--- config.mk ---
export PLATFORM = sky130hd
export DESIGN_NAME = instr_loader_flat
export DESIGN_NICKNAME = d
export VERILOG_FILES = /design/src/rtl/instr_loader_if.sv /design/src/rtl/instr_loader.sv /design/src/flat_wrapper.sv
export SDC_FILE = /design/constraint.sdc
export NUM_CORES = 1
export LEC_CHECK = 0
export CAP_MARGIN = 30
export CORE_ASPECT_RATIO = 0.9
export CORE_MARGIN = 4
export CORE_UTILIZATION = 55
export DETAILED_ROUTE_END_ITERATION = 6
export PLACE_DENSITY = 0.81
export SLEW_MARGIN = 20
export SYNTH_ARGS = -nofsm -noshare
export SYNTH_HDL_FRONTEND = slang
export SYNTH_SLANG_ARGS = --single-unit
--- constraint.sdc ---
create_clock -name clk -period 5.3 [get_ports clk]
set_clock_uncertainty 0.2 [all_clocks]
set_input_delay 1.325 -clock clk [delete_from_list [all_inputs] [get_ports clk]]
set_output_delay 1.325 -clock clk [all_outputs]
set_load 0.01 [all_outputs]
--- src/rtl/instr_loader_if.sv ---
// Instruction-loader bus: instruction-field handshake in, registered memory-write port out.
interface instr_loader_if #(
  parameter int unsigned ADDR_W = 8
);
  logic              in_valid;
  logic              in_ready;
  logic [2:0]        in_opcode;
  logic [2:0]        in_type;
  logic [2:0]        in_operand;
  logic              in_last;
  logic              mem_we;
  logic [ADDR_W-1:0] mem_addr;
  logic [8:0]        mem_wdata;

  modport master (
    output in_valid, in_opcode, in_type, in_operand, in_last,
    input  in_ready, mem_we, mem_addr, mem_wdata
  );

  modport slave (
    input  in_valid, in_opcode, in_type, in_operand, in_last,
    output in_ready, mem_we, mem_addr, mem_wdata
  );
endinterface

--- src/rtl/instr_loader.sv ---
// Instruction loader: encodes fields into 9-bit words, buffers them and writes them to memory.
// Define INSTR_LOADER_LEGAL_CHECK_EN to drop illegal encodings and count them in err_cnt.
module instr_loader #(
  parameter int unsigned ADDR_W = 8,
  parameter int unsigned DEPTH  = 4
) (
  input  logic              clk,
  input  logic              reset,
  input  logic              start,
  input  logic [ADDR_W-1:0] base_addr,
  instr_loader_if.slave     bus,
  output logic              busy,
  output logic              done,
  output logic              overflow,
  output logic [3:0]        err_cnt
);

  localparam int unsigned PW = (DEPTH > 1) ? $clog2(DEPTH) : 1;
  localparam int unsigned CW = PW + 1;

  typedef enum logic [1:0] {StIdle, StLoad, StDrain, StDone} state_e;

  state_e            state_q, state_d;
  logic [8:0]        fifo_q [DEPTH];
  logic [PW-1:0]     wptr_q, rptr_q;
  logic [CW-1:0]     count_q;
  logic [ADDR_W-1:0] addr_q;
  logic              ovf_q;
  logic [3:0]        err_q;
  logic              we_q;
  logic [ADDR_W-1:0] waddr_q;
  logic [8:0]        wdata_q;

  logic full, empty, xfer, illegal, push, pop, start_ok;
  logic [8:0] word;

  assign full     = (count_q == CW'(DEPTH));
  assign empty    = (count_q == '0);
  assign word     = {bus.in_opcode, bus.in_type, bus.in_operand};
  assign xfer     = bus.in_valid && bus.in_ready;
  assign push     = xfer && !illegal;
  assign pop      = !empty && ((state_q == StLoad) || (state_q == StDrain));
  assign start_ok = start && ((state_q == StIdle) || (state_q == StDone));

`ifdef INSTR_LOADER_LEGAL_CHECK_EN
  assign illegal = (bus.in_opcode == 3'b111) ||
                   ((bus.in_opcode == 3'b010) && bus.in_type[2]) ||
                   ((bus.in_opcode == 3'b001) && (bus.in_type[2:1] == 2'b11));
`else
  assign illegal = 1'b0;
`endif

  // Never accept while full, even if a pop frees a slot in the same cycle.
  assign bus.in_ready  = (state_q == StLoad) && !full;
  assign bus.mem_we    = we_q;
  assign bus.mem_addr  = waddr_q;
  assign bus.mem_wdata = wdata_q;
  assign busy          = (state_q == StLoad) || (state_q == StDrain);
  assign done          = (state_q == StDone);
  assign overflow      = ovf_q;
  assign err_cnt       = err_q;

  always_comb begin
    state_d = state_q;
    unique case (state_q)
      StIdle, StDone: if (start) state_d = StLoad;
      StLoad:         if (xfer && bus.in_last) state_d = StDrain;
      // Empty here means the final word sits in the output register this cycle.
      StDrain:        if (empty) state_d = StDone;
      default:        state_d = StIdle;
    endcase
  end

  always_ff @(posedge clk) begin
    if (push) fifo_q[wptr_q] <= word;
  end

  always_ff @(posedge clk or posedge reset) begin
    if (reset) begin
      state_q <= StIdle;
      wptr_q  <= '0;
      rptr_q  <= '0;
      count_q <= '0;
      addr_q  <= '0;
      ovf_q   <= 1'b0;
      err_q   <= '0;
      we_q    <= 1'b0;
      waddr_q <= '0;
      wdata_q <= '0;
    end else begin
      state_q <= state_d;
      we_q    <= pop;
      if (push) wptr_q <= wptr_q + PW'(1);
      if (pop) begin
        rptr_q  <= rptr_q + PW'(1);
        waddr_q <= addr_q;
        wdata_q <= fifo_q[rptr_q];
      end
      if (push && !pop)      count_q <= count_q + CW'(1);
      else if (!push && pop) count_q <= count_q - CW'(1);
      if (start_ok) begin
        addr_q <= base_addr;
        ovf_q  <= 1'b0;
        err_q  <= '0;
      end else begin
        if (pop) addr_q <= addr_q + ADDR_W'(1);
        if (pop && (&addr_q)) ovf_q <= 1'b1;
        if (xfer && illegal && (err_q != 4'hF)) err_q <= err_q + 4'd1;
      end
    end
  end

endmodule
--- src/flat_wrapper.sv ---
// flat-port wrapper written by rule: the top's interface ports become plain ports
module instr_loader_flat 
#(
  parameter int unsigned ADDR_W = 8,
  parameter int unsigned DEPTH  = 4
)
  (clk, reset, start, base_addr, busy, done, overflow, err_cnt, bus_in_valid, bus_in_opcode, bus_in_type, bus_in_operand, bus_in_last, bus_in_ready, bus_mem_we, bus_mem_addr, bus_mem_wdata);
  instr_loader_if #(.ADDR_W(ADDR_W)) bus_i ();
  input  logic clk;
  input  logic reset;
  input  logic start;
  input  logic [ADDR_W-1:0] base_addr;
  output logic busy;
  output logic done;
  output logic overflow;
  output logic [3:0] err_cnt;
  input wire logic [$bits(bus_i.in_valid)-1:0] bus_in_valid;
  input wire logic [$bits(bus_i.in_opcode)-1:0] bus_in_opcode;
  input wire logic [$bits(bus_i.in_type)-1:0] bus_in_type;
  input wire logic [$bits(bus_i.in_operand)-1:0] bus_in_operand;
  input wire logic [$bits(bus_i.in_last)-1:0] bus_in_last;
  output wire logic [$bits(bus_i.in_ready)-1:0] bus_in_ready;
  output wire logic [$bits(bus_i.mem_we)-1:0] bus_mem_we;
  output wire logic [$bits(bus_i.mem_addr)-1:0] bus_mem_addr;
  output wire logic [$bits(bus_i.mem_wdata)-1:0] bus_mem_wdata;
  assign bus_i.in_valid = bus_in_valid;
  assign bus_i.in_opcode = bus_in_opcode;
  assign bus_i.in_type = bus_in_type;
  assign bus_i.in_operand = bus_in_operand;
  assign bus_i.in_last = bus_in_last;
  assign bus_in_ready = bus_i.in_ready;
  assign bus_mem_we = bus_i.mem_we;
  assign bus_mem_addr = bus_i.mem_addr;
  assign bus_mem_wdata = bus_i.mem_wdata;
  instr_loader #(.ADDR_W(ADDR_W), .DEPTH(DEPTH)) u_core (.clk(clk), .reset(reset), .start(start), .base_addr(base_addr), .bus(bus_i), .busy(busy), .done(done), .overflow(overflow), .err_cnt(err_cnt));
endmodule
# Yosys cells after proc, flatten, opt, wreduce, memory -nomap -nowiden
# Memories as Yosys holds them, arrays and structs flattened. A register that Yosys moved wholly into a read port is not among the register bits.
# Index checks and enable logic that the tools add are counted.
[op_classes]
n_addsub = 5
eq_ne = 7
mux = 12
reduce_logical = 22
[op_table]
columns = ["op", "n"]
rows = [
  ["2-to-1 mux 8 bit", 2],
  ["adder 8 x 1 -> 8 bit (second input constant)", 1],
  ["logical AND 1 bit", 8],
  ["AND reduction 8 bit", 1],
  ["2-to-1 mux 2 bit", 3],
  ["2-to-1 mux 3 bit", 2],
  ["one-hot mux 2 bit (3 select lines)", 1],
  ["nonzero test 2 bit", 3],
  ["adder 2 x 1 -> 2 bit (second input constant)", 2],
  ["equality test 2 bit (second input constant)", 2],
  ["logical NOT 1 bit", 4],
  ["2-to-1 mux 1 bit", 4],
  ["inequality test 2 bit (second input constant)", 2],
  ["adder 3 x 1 -> 3 bit (second input constant)", 1],
  ["equality test 3 bit (second input constant)", 1],
  ["logical NOT 3 bit", 1],
  ["AND reduction 3 bit", 1],
  ["subtractor 3 x 1 -> 3 bit (second input constant)", 1],
  ["equality test 2 x 1 -> 1 bit (second input constant)", 1],
  ["logical NOT 2 bit", 1],
  ["logical OR 1 bit", 2],
  ["inequality test 2 x 1 -> 1 bit (second input constant)", 1],
  ["OR reduction 2 bit", 1],
]
[word_totals]
register_bits = 27
mem_bits_rw = 36
in_bits = 22
out_inout_bits = 26
elab_cells = 55
memories = 1
[memory_table]
columns = ["memory", "words", "word_bits", "read_ports", "rd_ports_with_merged_regs", "wr", "line", "text"]
rows = [
  ["u_core.fifo_q", 4, 9, 1, 1, 1, "instr_loader.sv:24", "logic [8:0] fifo_q [DEPTH];"],
]

# Longest topological paths before layout
# Gate-level depths: netlist of the first run.
[depth]
depth_word = 8
depth_mapped = 10
mapped_depth_nobuf = 10

# Worst setup path before layout of the first run
# OpenSTA, ideal clock, no wires.
[synth_timing]
path_kind = "input -> register"
from = "in bus_in_valid"
to = "reg u_core.count_q[2]"
arrival_ns = 2.543
required_ns = 5.020
slack_ns = 2.477
path_stages = 7
n_path_buf = 0
cell_sequence = "o311a_1 ha_1 inv_1 fa_1 xor2_1 nor2_1 xnor2_1"
[synth_between]
elab_chain_len = 4
word_cells_on_any_way = 6
classes_between = "1 x mux; 5 x reduce/logical"
[synth_lines]
columns = ["element", "line", "text"]
rows = [
  ["start: declaration", "flat_wrapper.sv:17", "input wire logic [$bits(bus_i.in_valid)-1:0] bus_in_valid;"],
  ["logical AND 1 bit (*)", "instr_loader.sv:40", "assign xfer = bus.in_valid && bus.in_ready;"],
  ["logical NOT 1 bit", "instr_loader.sv:100", "else if (!push && pop) count_q <= count_q - CW'(1);"],
  ["logical AND 1 bit", "instr_loader.sv:100", ""],
  ["nonzero test 2 bit (no source line)", "--", ""],
  ["end signal: assignment", "instr_loader.sv:99", "if (push && !pop) count_q <= count_q + CW'(1);"],
  ["end signal: assignment", "instr_loader.sv:100", ""],
  ["end: declaration", "instr_loader.sv:26", "logic [CW-1:0] count_q;"],
]
# Every way passes the cells marked *; elsewhere a longest branch is shown, timed or not.
# A chain may end at the register's enable or synchronous reset.

# Worst setup path after layout of the first run
[layout_timing]
from = "reg u_core.state_q[0]"
to = "out busy"
[layout_between]
elab_chain_len = 2
word_cells_on_any_way = 3
classes_between = "2 x eq/ne; 1 x reduce/logical"
[layout_lines]
columns = ["element", "line", "text"]
rows = [
  ["start: declaration", "instr_loader.sv:23", "state_e state_q, state_d;"],
  ["start signal: assignment", "instr_loader.sv:80", "state_q <= StIdle;"],
  ["start signal: assignment", "instr_loader.sv:91", "state_q <= state_d;"],
  ["equality test 2 x 1 -> 1 bit or equality test 2 bit (tied branches)", "instr_loader.sv:58", "assign busy = (state_q == StLoad) || (state_q == StDrain);"],
  ["logical OR 1 bit (*)", "instr_loader.sv:58", ""],
  ["end: declaration", "flat_wrapper.sv:13", "output logic busy;"],
]
# Marks and branches as above.

==> results of run 1 <==
[cells by family (layout without fill, tap and decap cells)]
group | count (synthesis) | in the layout
flops | 72 | 72
buf+inv | 22 | 72
mux | 27 | 27
fa+ha+maj | 11 | 11
simple gates | 34 | 34
xor+xnor | 6 | 6
other cells | 1 | 4
compound gates | 26 | 26
[state kept, by name (all words and copies together), names as in the netlist]
name and cells:
u_core.count_q 3, u_core.overflow 1, u_core.fifo_q 36, u_core.wptr_q 2, u_core.addr_q 8, u_core.bus.mem_wdata 9
u_core.bus.mem_we 1, u_core.rptr_q 2, u_core.bus.mem_addr 8, u_core.state_q 2
[cell usage in the layout (no fill, tap or decap), types with 2 or more instances in the layout]
cell	netlist	routed
xnor2_1	5	5
o31ai_1	6	6
nand4_1	2	2
edfxtp_1	36	36
inv_1	11	11
dfrtp_1	36	36
clkdlybuf4s50_1	0	43
mux2_4	9	9
nand2_1	2	2
clkbuf_1	2	5
o21ai_0	5	5
and2_1	4	4
nand3_1	5	5
or4_1	5	5
conb_1	1	4
mux2_2	8	8
clkbuf_8	0	10
a31oi_1	7	7
ha_1	10	10
mux4_2	9	9
nor2_1	7	7
[final timing paths]
kind,startpoint,to,slack (ns),cells past startpoint
max,u_core.state_q[0]$_DFFE_PP0P_,busy,1.67,4
min,u_core.overflow$_DFFE_PP0P_,u_core.overflow$_DFFE_PP0P_,0.30,1
max in group asynchronous,reset,u_core.count_q[1]$_DFFE_PP0P_,3.37,3
min in group asynchronous,reset,u_core.bus.mem_wdata[0]$_DFFE_PP0P_,1.20,3
max reg2reg,u_core.state_q[0]$_DFFE_PP0P_,u_core.count_q[2]$_DFFE_PP0P_,2.67,10
min reg2reg,u_core.overflow$_DFFE_PP0P_,u_core.overflow$_DFFE_PP0P_,0.30,1
[metal layers]
metal	GRT usage (%)	vias to the layer above
li1	-	845
met1	23.30	867
met2	26.36	46
met3	5.263	5
met4	7.515	0
met5	0	-
[worst max-delay path, stage by stage, from the launching register on]
cell and delay [ns]:
dfrtp_1 0.40, inv_1 0.08, ha_1 0.43, inv_1 0.27, clkdlybuf4s50_1 0.59
[synth_stat cells, types with 2 or more instances]
| cell | count | area (um2) |
|---|---|---|
| a31oi_1 | 7 | 43.79 |
| and2_1 | 4 | 25.02 |
| buf_2 | 3 | 15.01 |
| buf_4 | 4 | 30.03 |
| clkbuf_1 | 2 | 7.510 |
| dfrtp_1 | 36 | 900.9 |
| edfxtp_1 | 36 | 1081 |
| ha_1 | 10 | 125.1 |
| inv_1 | 11 | 41.29 |
| mux2_2 | 8 | 90.09 |
| mux2_4 | 9 | 135.1 |
| mux4_2 | 9 | 202.7 |
| nand2_1 | 2 | 7.510 |
| nand3_1 | 5 | 25.02 |
| nand4_1 | 2 | 12.51 |
| nor2_1 | 7 | 26.28 |
| o21ai_0 | 5 | 25.02 |
| o31ai_1 | 6 | 45.04 |
| or4_1 | 5 | 37.54 |
| xnor2_1 | 5 | 43.79 |
[report_power, final]
| group | internal, W | switching, W |
|---|---|---|
| Clock | 0.000183 | 0.000185 |
| Sequential | 0.000770 | 0.000158 |
| Combinational | 0.000573 | 0.000446 |
[cell type report]
cell class	count	area, um2
multi-input cells	108	1060
repair buffers	44	437.9
clock buffers	15	156.4
clock inverters	1	5.005
inverters	12	50.05
fillers	377	1637
well taps	67	83.83
flip-flops and latches	72	1982
[metrics by stage]
| stage | cell area [um2] | std cells | worst slack [ns] | hold WS [ns] | power [W] |
|---|---|---|---|---|---|
| finish | 3775 | 319 | 1.671 | 0.3004 | 0.002316 |
| global placement | 3613 | 303 | 1.904 | 0.2803 | 0.001929 |
| global route | 3775 | 319 | 1.566 | 0.3216 | 0.002477 |
| detailed placement | 3613 | 303 | 1.837 | 0.2900 | 0.001970 |
| floorplan | 3164 | 202 | 2.477 | 0.3095 | 0.001668 |
| CTS | 3775 | 319 | 1.665 | 0.3024 | 0.002338 |
==> summary.md, run 1 <==
| Metric | Value |
|---|---|
| Result of the run | complete, no violations |
| # IOs | 48 |
| Area of the die | 7010 um2 |
| Maximum number of pins on one net before global-route repair | 37 |
| CTS tree | built |
| Peak supply drop | 0.4166 mV |
| Height of the chip | 79.83 um |
| Post-Synthesis Mean Instance Area | 15.84 um2 |
| Global-route total usage across every layer | 17.42% |
| Leakage component of the power | 1.447 nW |
| Fraction of final layout cells sized beyond drive strength 1 | 17.06% |
| Number of flops mapped to enable cells by yosys | 36 |
| Critical setup path kind | register to primary output |
| Layout Utilization | 69.76% |
| Number of detailed-route iterations in the first pass | 4 |
| Max-cap violations | 0 |
| Initial drt markers | 123 |
| Post-CTS Repair Setup Buffers | 0 |
| Insertion delay of the later-clocked pin in the worst-skew pair | 0.34 ns |
| Final HPWL DP | 3.723 mm |
| Wirelength, routed | 5.371 mm |
| Sum of overflow across all layers after global routing | 0 |
| Antenna fix cells | 0 |
| Total of endpoints with negative setup slack in the final report | 0 |
| Critical path capture point type | primary output |
| Number of buffers created by CTS | 9 |
| Detailed-routing wirelength on met1 | 2.344 mm |
| Setup total negative slack | 0 ns |
| RSZ-0062 raised after global routing | no |
| Uppermost layer routed | met4 |
| Initial antenna violation count | 0 |
| Max Freq | 0.2755 GHz |
| Slew Limit Headroom | 39.75% |
| Clk pin slew, worst setup/hold paths | 0.07 ns |
| Slew of the pin with the lowest slew margin | 0.8988 ns |
| Post-synthesis cell count | 199 |
| Area of the placeable core | 5411 um2 |
| Number of nets with antenna violations after routing | 0 |
| Synthesized-area fraction occupied by and/or/nand/nor cells | 7.103% |
| Arrival time at the worst endpoint | 2.10 ns |
| Count of pins over their slew limit | 0 |
| Fraction of the mapped netlist area in compound gates | 5.873% |
| Mean routed wirelength per cell | 16.84 um |
| Total count of hold-check failures in the final report | 0 |
| DRC violations left | 0 |
| Type of the tightest min-delay check | register to register |
| Row Count | 25 |
| H-tree depth | 3 |
| Post-synthesis share of cell area spent on xor and xnor gates | 1.667% |
| Highest fanout seen on the critical path | 12 |
| Power per Cell Area | 613.5 nW/um2 |
| Cts hold-fix bufs | 0 |
| Detailed-routed wire length on met2 | 2.644 mm |
| Sequential share of the synthesized area | 62.86% |
| Via-to-Cell Ratio | 5.527 |
| Number of nets in the final layout | 280 |
| Yosys warning total | 0 |
| Number of flip-flops and latches in the synthesized netlist | 72 |
| Placer Congestion | 0.7251 |
| Post-Synth Adder-Cell Area | 4.603% |
| Clock Path Buffers | 2 |
| Yosys cell types | 43 |
| Part of the cycle the worst path needs | 68.48% |
| Root Buffer Master | clkbuf_8 |
| Number of clock sinks | 72 |
| Effective utilization at floorplan | 58.27% |
| Number of global-route vias before repair | 1803 |
| Vias after detailed routing | 1763 |
| Port-buffer cells | 43 |
| Signed area change from the synthesized netlist to the final layout | 19.72% |
| Number of instances resized during post-cts repair | 0 |
| Required time of the critical path | 3.77 ns |
| Mux share of post-synthesis cell area | 13.89% |
| Global-route wire length before repair | 8.956 mm |
| Async SR Flop Fraction | 50.00% |
| Main flop type after synthesis | edfxtp_1 |
| Total standard cell area after synthesis | 3153 um2 |
| Met3 wire length | 323 um |
| Dominant combinational cell family by area after synthesis | multiplexers |
| Startpoint type of the worst setup path | register |
| Final critical-path required period | 3.629 ns |
| Chip width | 87.81 um |
No activity file was read; power rests on OpenSTA's default activity.
==> run 2: changes to the inputs <==
Settings changed: CORE_UTILIZATION 55 to 53, PLACE_DENSITY 0.81 to 0.79.
Clock period 5.3 ns to 3.5 ns, I/O delays scaled along.
==> run 2 against run 1 <==
Against the previous run: cell area about the same; sequential power up 52%; sequential cell count unchanged; worst setup slack worse by 1.3 ns; final cell count up 0.94%; clock power up 41%; critical path type unchanged; hold slack better by 0.0018 ns; register-to-register slack worse by 1.8 ns; combinational power up 51%.
==> summary.md, run 2 (synthesis gave the netlist of run 1 again) <==
| Metric | Value |
|---|---|
| Count of pins over their slew limit | 0 |
| Critical path capture point type | primary output |
| Type of the tightest min-delay check | register to register |
| Wirelength, routed | 5.188 mm |
| Chip width | 89.30 um |
| Worst Hold Depth | 1 |
| Largest register by flop count | u_core.fifo_q |
| CTS tree | built |
| Number of detailed-route iterations in the first pass | 4 |
| Footprint of the flip-flops and latches | 1982 um2 |
| Uppermost layer routed | met4 |
| Critical setup path kind | register to primary output |
| Port-buffer cells | 43 |
| Total stage count of the critical path | 4 |
| Top delay family on crit path | buffers and inverters |
| Fraction of final layout cells sized beyond drive strength 1 | 17.06% |
| Effective utilization at floorplan | 55.07% |
| Cell-by-cell trace of the critical path | inv_1 -> ha_1 -> inv_1 -> clkdlybuf4s50_1 |
| Slew of the pin with the lowest slew margin | 0.9044 ns |
| Total count of hold-check failures in the final report | 0 |
| Multi-input gate area | 1060 um2 |
| Number of clock sinks | 72 |
| Crit-path max cell delay | 0.59 ns |
| Number of nets in the final layout | 280 |
| Arrival time at the worst endpoint | 2.09 ns |
| Setup total negative slack | 0 ns |
| Post-Place Worst Slack | 0.5035 ns |
| Startpoint type of the worst setup path | register |
| Mean routed wirelength per cell | 16.11 um |
| Highest fanout seen on the critical path | 12 |
| Maximum number of pins on one net before global-route repair | 37 |
| Worst setup slack after layout | 0.3320 ns |
| Via-to-Cell Ratio | 5.432 |
| Peak supply drop | 0.5885 mV |
| Height of the chip | 81.17 um |
| Max Freq | 0.3157 GHz |
| Slew Limit Headroom | 39.38% |
| Result of the run | complete, no violations |
| Max reg flops | 36 |
| Final HPWL DP | 3.574 mm |
| Detailed-routed wire length on met2 | 2.522 mm |
| # IOs | 48 |
| Total of endpoints with negative setup slack in the final report | 0 |
| Post-CTS Repair Setup Buffers | 0 |
| Final critical-path required period | 3.168 ns |
| Detailed-routing wirelength on met1 | 2.293 mm |
| Area of the die | 7248 um2 |
| Vias after detailed routing | 1749 |
| Clk pin slew, worst setup/hold paths | 0.07 ns |
| Area of the placeable core | 5725 um2 |
| Root Buffer Master | clkbuf_8 |
| Global-route wire length before repair | 8.528 mm |
| Cts hold-fix bufs | 0 |
| Initial drt markers | 85 |
| Initial antenna violation count | 0 |
| Layout filler cell count | 425 |
| Most prevalent standard cell on the critical path | inv_1 |
| Sum of overflow across all layers after global routing | 0 |
| Max-cap violations | 0 |
| Global-route total usage across every layer | 16.04% |
| Number of buffers created by CTS | 9 |
| Row Count | 26 |
| Power per Cell Area | 917.5 nW/um2 |
| Most frequent standard cell in the layout excluding fill and tap cells | clkdlybuf4s50_1 |
| DRC violations left | 0 |
| Clock Path Buffers | 2 |
| Signed area change from the synthesized netlist to the final layout | 19.64% |
| Slowest cell on crit path | clkdlybuf4s50_1 |
| Number of nets with antenna violations after routing | 0 |
| Placer Congestion | 0.7031 |
| Commonest cells after routing, fill and taps aside | clkdlybuf4s50_1 (43), dfrtp_1 (36), edfxtp_1 (36) |
| Part of the cycle the worst path needs | 90.51% |
| Required time of the critical path | 2.42 ns |
| Number of global-route vias before repair | 1735 |
| Buffers and inverters on the worst path | 3 |
| Antenna fix cells | 0 |
| Depth of the worst register-to-register path | 10 |
| Number of instances resized during post-cts repair | 0 |
| Insertion delay of the later-clocked pin in the worst-skew pair | 0.33 ns |
| Met3 wire length | 287 um |
| H-tree depth | 3 |
| Leakage component of the power | 1.441 nW |
| RSZ-0062 raised after global routing | no |
run 2: cell types whose count changed in the layout (fill, tap and decap cells not counted):
cell        change
clkinv_1        +3
clkbuf_1        -3
clkinvlp_4      +1
clkbuf_8        -1
run 2: routing by layer:
| metal | vias to the layer above | GRT usage [%] |
|---|---|---|
| met5 | - | 0 |
| met4 | 0 | 5.506 |
| met3 | 6 | 5.477 |
| met2 | 47 | 24.52 |
| met1 | 850 | 21.53 |
| li1 | 846 | - |
run 2: report_power, final:
part | switching, W | leakage, nW | internal, W | total [W]
Combinational | 0.000668 | 0.624 | 0.000867 | 0.00154
Sequential | 0.000241 | 0.741 | 0.00117 | 0.00141
Clock | 0.000270 | 0.0758 | 0.000249 | 0.000519
Total | 0.00118 | 1.44 | 0.00228 | 0.00346
run 2: stage by stage:
stage / std cells / cell area [um2] / power [W] / hold WS (ns) / utilization [%]
4_1_cts: 322 / 3772 / 0.003506 / 0.3041 / 65.89
6_report: 322 / 3772 / 0.003461 / 0.3023 / 65.89
5_1_grt: 322 / 3772 / 0.003720 / 0.3159 / 65.89
2_1_floorplan: 202 / 3164 / 0.002526 / 0.3095 / -
3_5_place_dp: 306 / 3617 / 0.002977 / 0.2836 / 63.18
3_3_place_gp: 306 / 3617 / 0.002926 / 0.2808 / 63.18
run 2: area by class of cell:
type / count / share of cell area [%]
Sequential cell: 72 / 52.54
Inverter: 12 / 1.327
Clock buffer: 11 / 3.483
Timing Repair Buffer: 44 / 11.61
Tap cell: 70 / 2.322
Multi-Input combinational cell: 108 / 28.09
Clock inverter: 5 / 0.6302
run 2: final timing paths:
path,start,slack [ns],to
worst max-delay path,u_core.state_q[0]$_DFFE_PP0P_,0.33,busy
worst min-delay path,u_core.bus.mem_addr[5]$_DFFE_PP0P_,0.30,u_core.bus.mem_addr[5]$_DFFE_PP0P_
worst max register to register,u_core.state_q[0]$_DFFE_PP0P_,0.87,u_core.count_q[2]$_DFFE_PP0P_
worst min register to register,u_core.bus.mem_addr[5]$_DFFE_PP0P_,0.30,u_core.bus.mem_addr[5]$_DFFE_PP0P_
max in group asynchronous,reset,2.01,u_core.state_q[1]$_DFFE_PP0P_
min in group asynchronous,reset,0.76,u_core.bus.mem_wdata[2]$_DFFE_PP0P_
run 2: worst register-to-register path, delay by kind of cell, from the launching register on:
kind                     cells  cell delay (ns)
XOR/XNOR                     2             0.29
adder cells (fa/ha/maj)      3             1.04
buffers and inverters        3             0.36
flip-flops                   1             0.39
AND/OR/NAND/NOR              2             0.27
==> run 3: changes to the inputs <==
Settings changed: CAP_MARGIN 30 to default, PLACE_DENSITY 0.79 to 0.86.
==> run 3 against run 2 <==
Against the previous run: sequential share of layout area about the same; combinational power hardly changed; worst setup slack worse by 0.0095 ns; count of clock-buffer cells in the layout up 1; cell area about the same; sequential power about the same; non-clock buffer count did not move; first-iteration DRC count is 5.9% lower; critical path type unchanged; largest cell class unchanged; highest routed layer unchanged.
==> summary.md, run 3 (synthesis gave the netlist of run 1 again) <==
| Metric | Value |
|---|---|
| Signed area change from the synthesized netlist to the final layout | 19.68% |
| Depth of the worst register-to-register path | 10 |
| Total Power | 0.003506 W |
| Number of instances resized during post-cts repair | 0 |
| Clk pin slew, worst setup/hold paths | 0.07 ns |
| Total stage count of the critical path | 4 |
| Startpoint type of the worst setup path | register |
| Number of global-route vias before repair | 1786 |
| Final HPWL DP | 3.714 mm |
| Area of the placeable core | 5725 um2 |
| Vias after detailed routing | 1762 |
| RSZ-0062 raised after global routing | no |
| Worst reg-to-reg setup slack | 0.82 ns |
| Worst Hold Depth | 1 |
| # IOs | 48 |
| Cell-by-cell trace of the critical path | inv_1 -> ha_1 -> inv_1 -> clkdlybuf4s50_1 |
| Most frequent standard cell in the layout excluding fill and tap cells | clkdlybuf4s50_1 |
| Switching Fraction | 34.63% |
| Initial antenna violation count | 0 |
| Result of the run | complete, no violations |
| Max Freq | 0.3147 GHz |
| Clock group share of total power | 15.4% |
| Largest register by flop count | u_core.fifo_q |
| Sum of overflow across all layers after global routing | 0 |
| Mean routed wirelength per cell | 16.70 um |
| Effective utilization at floorplan | 55.07% |
| Number of detailed-route iterations in the first pass | 4 |
| Most prevalent standard cell on the critical path | inv_1 |
| Total of endpoints with negative setup slack in the final report | 0 |
| Placer Congestion | 0.7542 |
| Root Buffer Master | clkbuf_8 |
| Cts hold-fix bufs | 0 |
| Hold path start | u_core.overflow$_DFFE_PP0P_ |
| Required time of the critical path | 2.42 ns |
| Arrival time at the worst endpoint | 2.10 ns |
| Max reg flops | 36 |
| Area of the die | 7248 um2 |
| Number of buffers created by CTS | 9 |
| Row Count | 26 |
| Number of clock sinks | 72 |
| Final instance area | 3774 um2 |
| Number of nets with antenna violations after routing | 0 |
| Insertion delay of the later-clocked pin in the worst-skew pair | 0.33 ns |
| Slew Limit Headroom | 42.49% |
| Total count of hold-check failures in the final report | 0 |
| Chip width | 89.30 um |
| Highest fanout seen on the critical path | 12 |
| Type of the tightest min-delay check | register to register |
| Crit Reg-Reg Startpoint | u_core.state_q[0]$_DFFE_PP0P_ |
| Part of the cycle the worst path needs | 90.78% |
| Global-route wire length before repair | 8.832 mm |
| Commonest cells after routing, fill and taps aside | clkdlybuf4s50_1 (43), dfrtp_1 (36), edfxtp_1 (36) |
| Leakage component of the power | 1.443 nW |
| Slowest cell on crit path | clkdlybuf4s50_1 |
| Final critical-path required period | 3.177 ns |
| Global-route total usage across every layer | 16.45% |
| Max-cap violations | 0 |
| Placed Instance Area | 3617 um2 |
| Launch point of the worst path | u_core.state_q[0]$_DFFE_PP0P_ |
| Post-CTS Repair Setup Buffers | 0 |
| Crit-path max cell delay | 0.59 ns |
| Number of nets in the final layout | 280 |
| Power share of the sequential group | 40.2% |
| Internal Pwr Total | 0.002292 W |
| Port-buffer cells | 43 |
| Top delay family on crit path | buffers and inverters |
| Setup total negative slack | 0 ns |
| DRC violations left | 0 |
| Buffers and inverters on the worst path | 3 |
| Clock Path Buffers | 2 |
| Critical path capture point type | primary output |
| Wirelength, routed | 5.376 mm |
| Height of the chip | 81.17 um |
| CTS tree | built |
| Via-to-Cell Ratio | 5.472 |
| Peak supply drop | 0.6015 mV |
| Critical setup path kind | register to primary output |
| Fraction of final layout cells sized beyond drive strength 1 | 17.46% |
| Power per Cell Area | 929.2 nW/um2 |
| Slew of the pin with the lowest slew margin | 0.8580 ns |
| Combinational power share | 44.5% |
| H-tree depth | 3 |
| Initial drt markers | 80 |
| Maximum number of pins on one net before global-route repair | 37 |
| Switching power | 0.001214 W |
| Antenna fix cells | 0 |
| Count of pins over their slew limit | 0 |
## run 3: area by class of cell
type,instances,area (um2)
sequential,72,1982
fill,409,1952
multi-input combinational,108,1060
timing repair buffer,44,437.9
clock buffer,12,135.1
tap,70,87.58
inverter,12,50.05
clock inverter,4,21.27
## run 3: metal layers
metal | GRT usage, % | share of wire [%]
met5 | 0 | 0
met4 | 6.845 | 1.3
met3 | 4.057 | 5.4
met2 | 25.26 | 49
met1 | 22.49 | 44
## run 3: worst paths after layout
| kind | to |
|---|---|
| setup / recovery | busy |
| hold / removal | u_core.overflow$_DFFE_PP0P_ |
| setup reg to reg | u_core.count_q[2]$_DFFE_PP0P_ |
| hold reg to reg | u_core.overflow$_DFFE_PP0P_ |
| max in group asynchronous | u_core.wptr_q[0]$_DFFE_PP0P_ |
| min in group asynchronous | u_core.bus.mem_wdata[8]$_DFFE_PP0P_ |
## run 3: power groups by stage
stage,clock (W),combinational [W],sequential (W)
finish,0.000538,0.00156,0.00141
global route,0.000599,0.00170,0.00145
detailed placement,0,0.00157,0.00143
floorplan,0,0.00115,0.00138
global placement,0,0.00150,0.00141
CTS,0.000550,0.00158,0.00141
## run 3: stage by stage
stage	hold slack [ns]	instances	setup slack [ns]	util [%]
after CTS	0.2978	322	0.3084	65.91
after detailed placement	0.2807	306	0.4659	63.18
after global placement	0.2761	306	0.5616	63.18
final	0.2940	322	0.3225	65.91
after floorplan	0.3095	202	1.127	-
after global routing	0.3087	322	0.2002	65.91
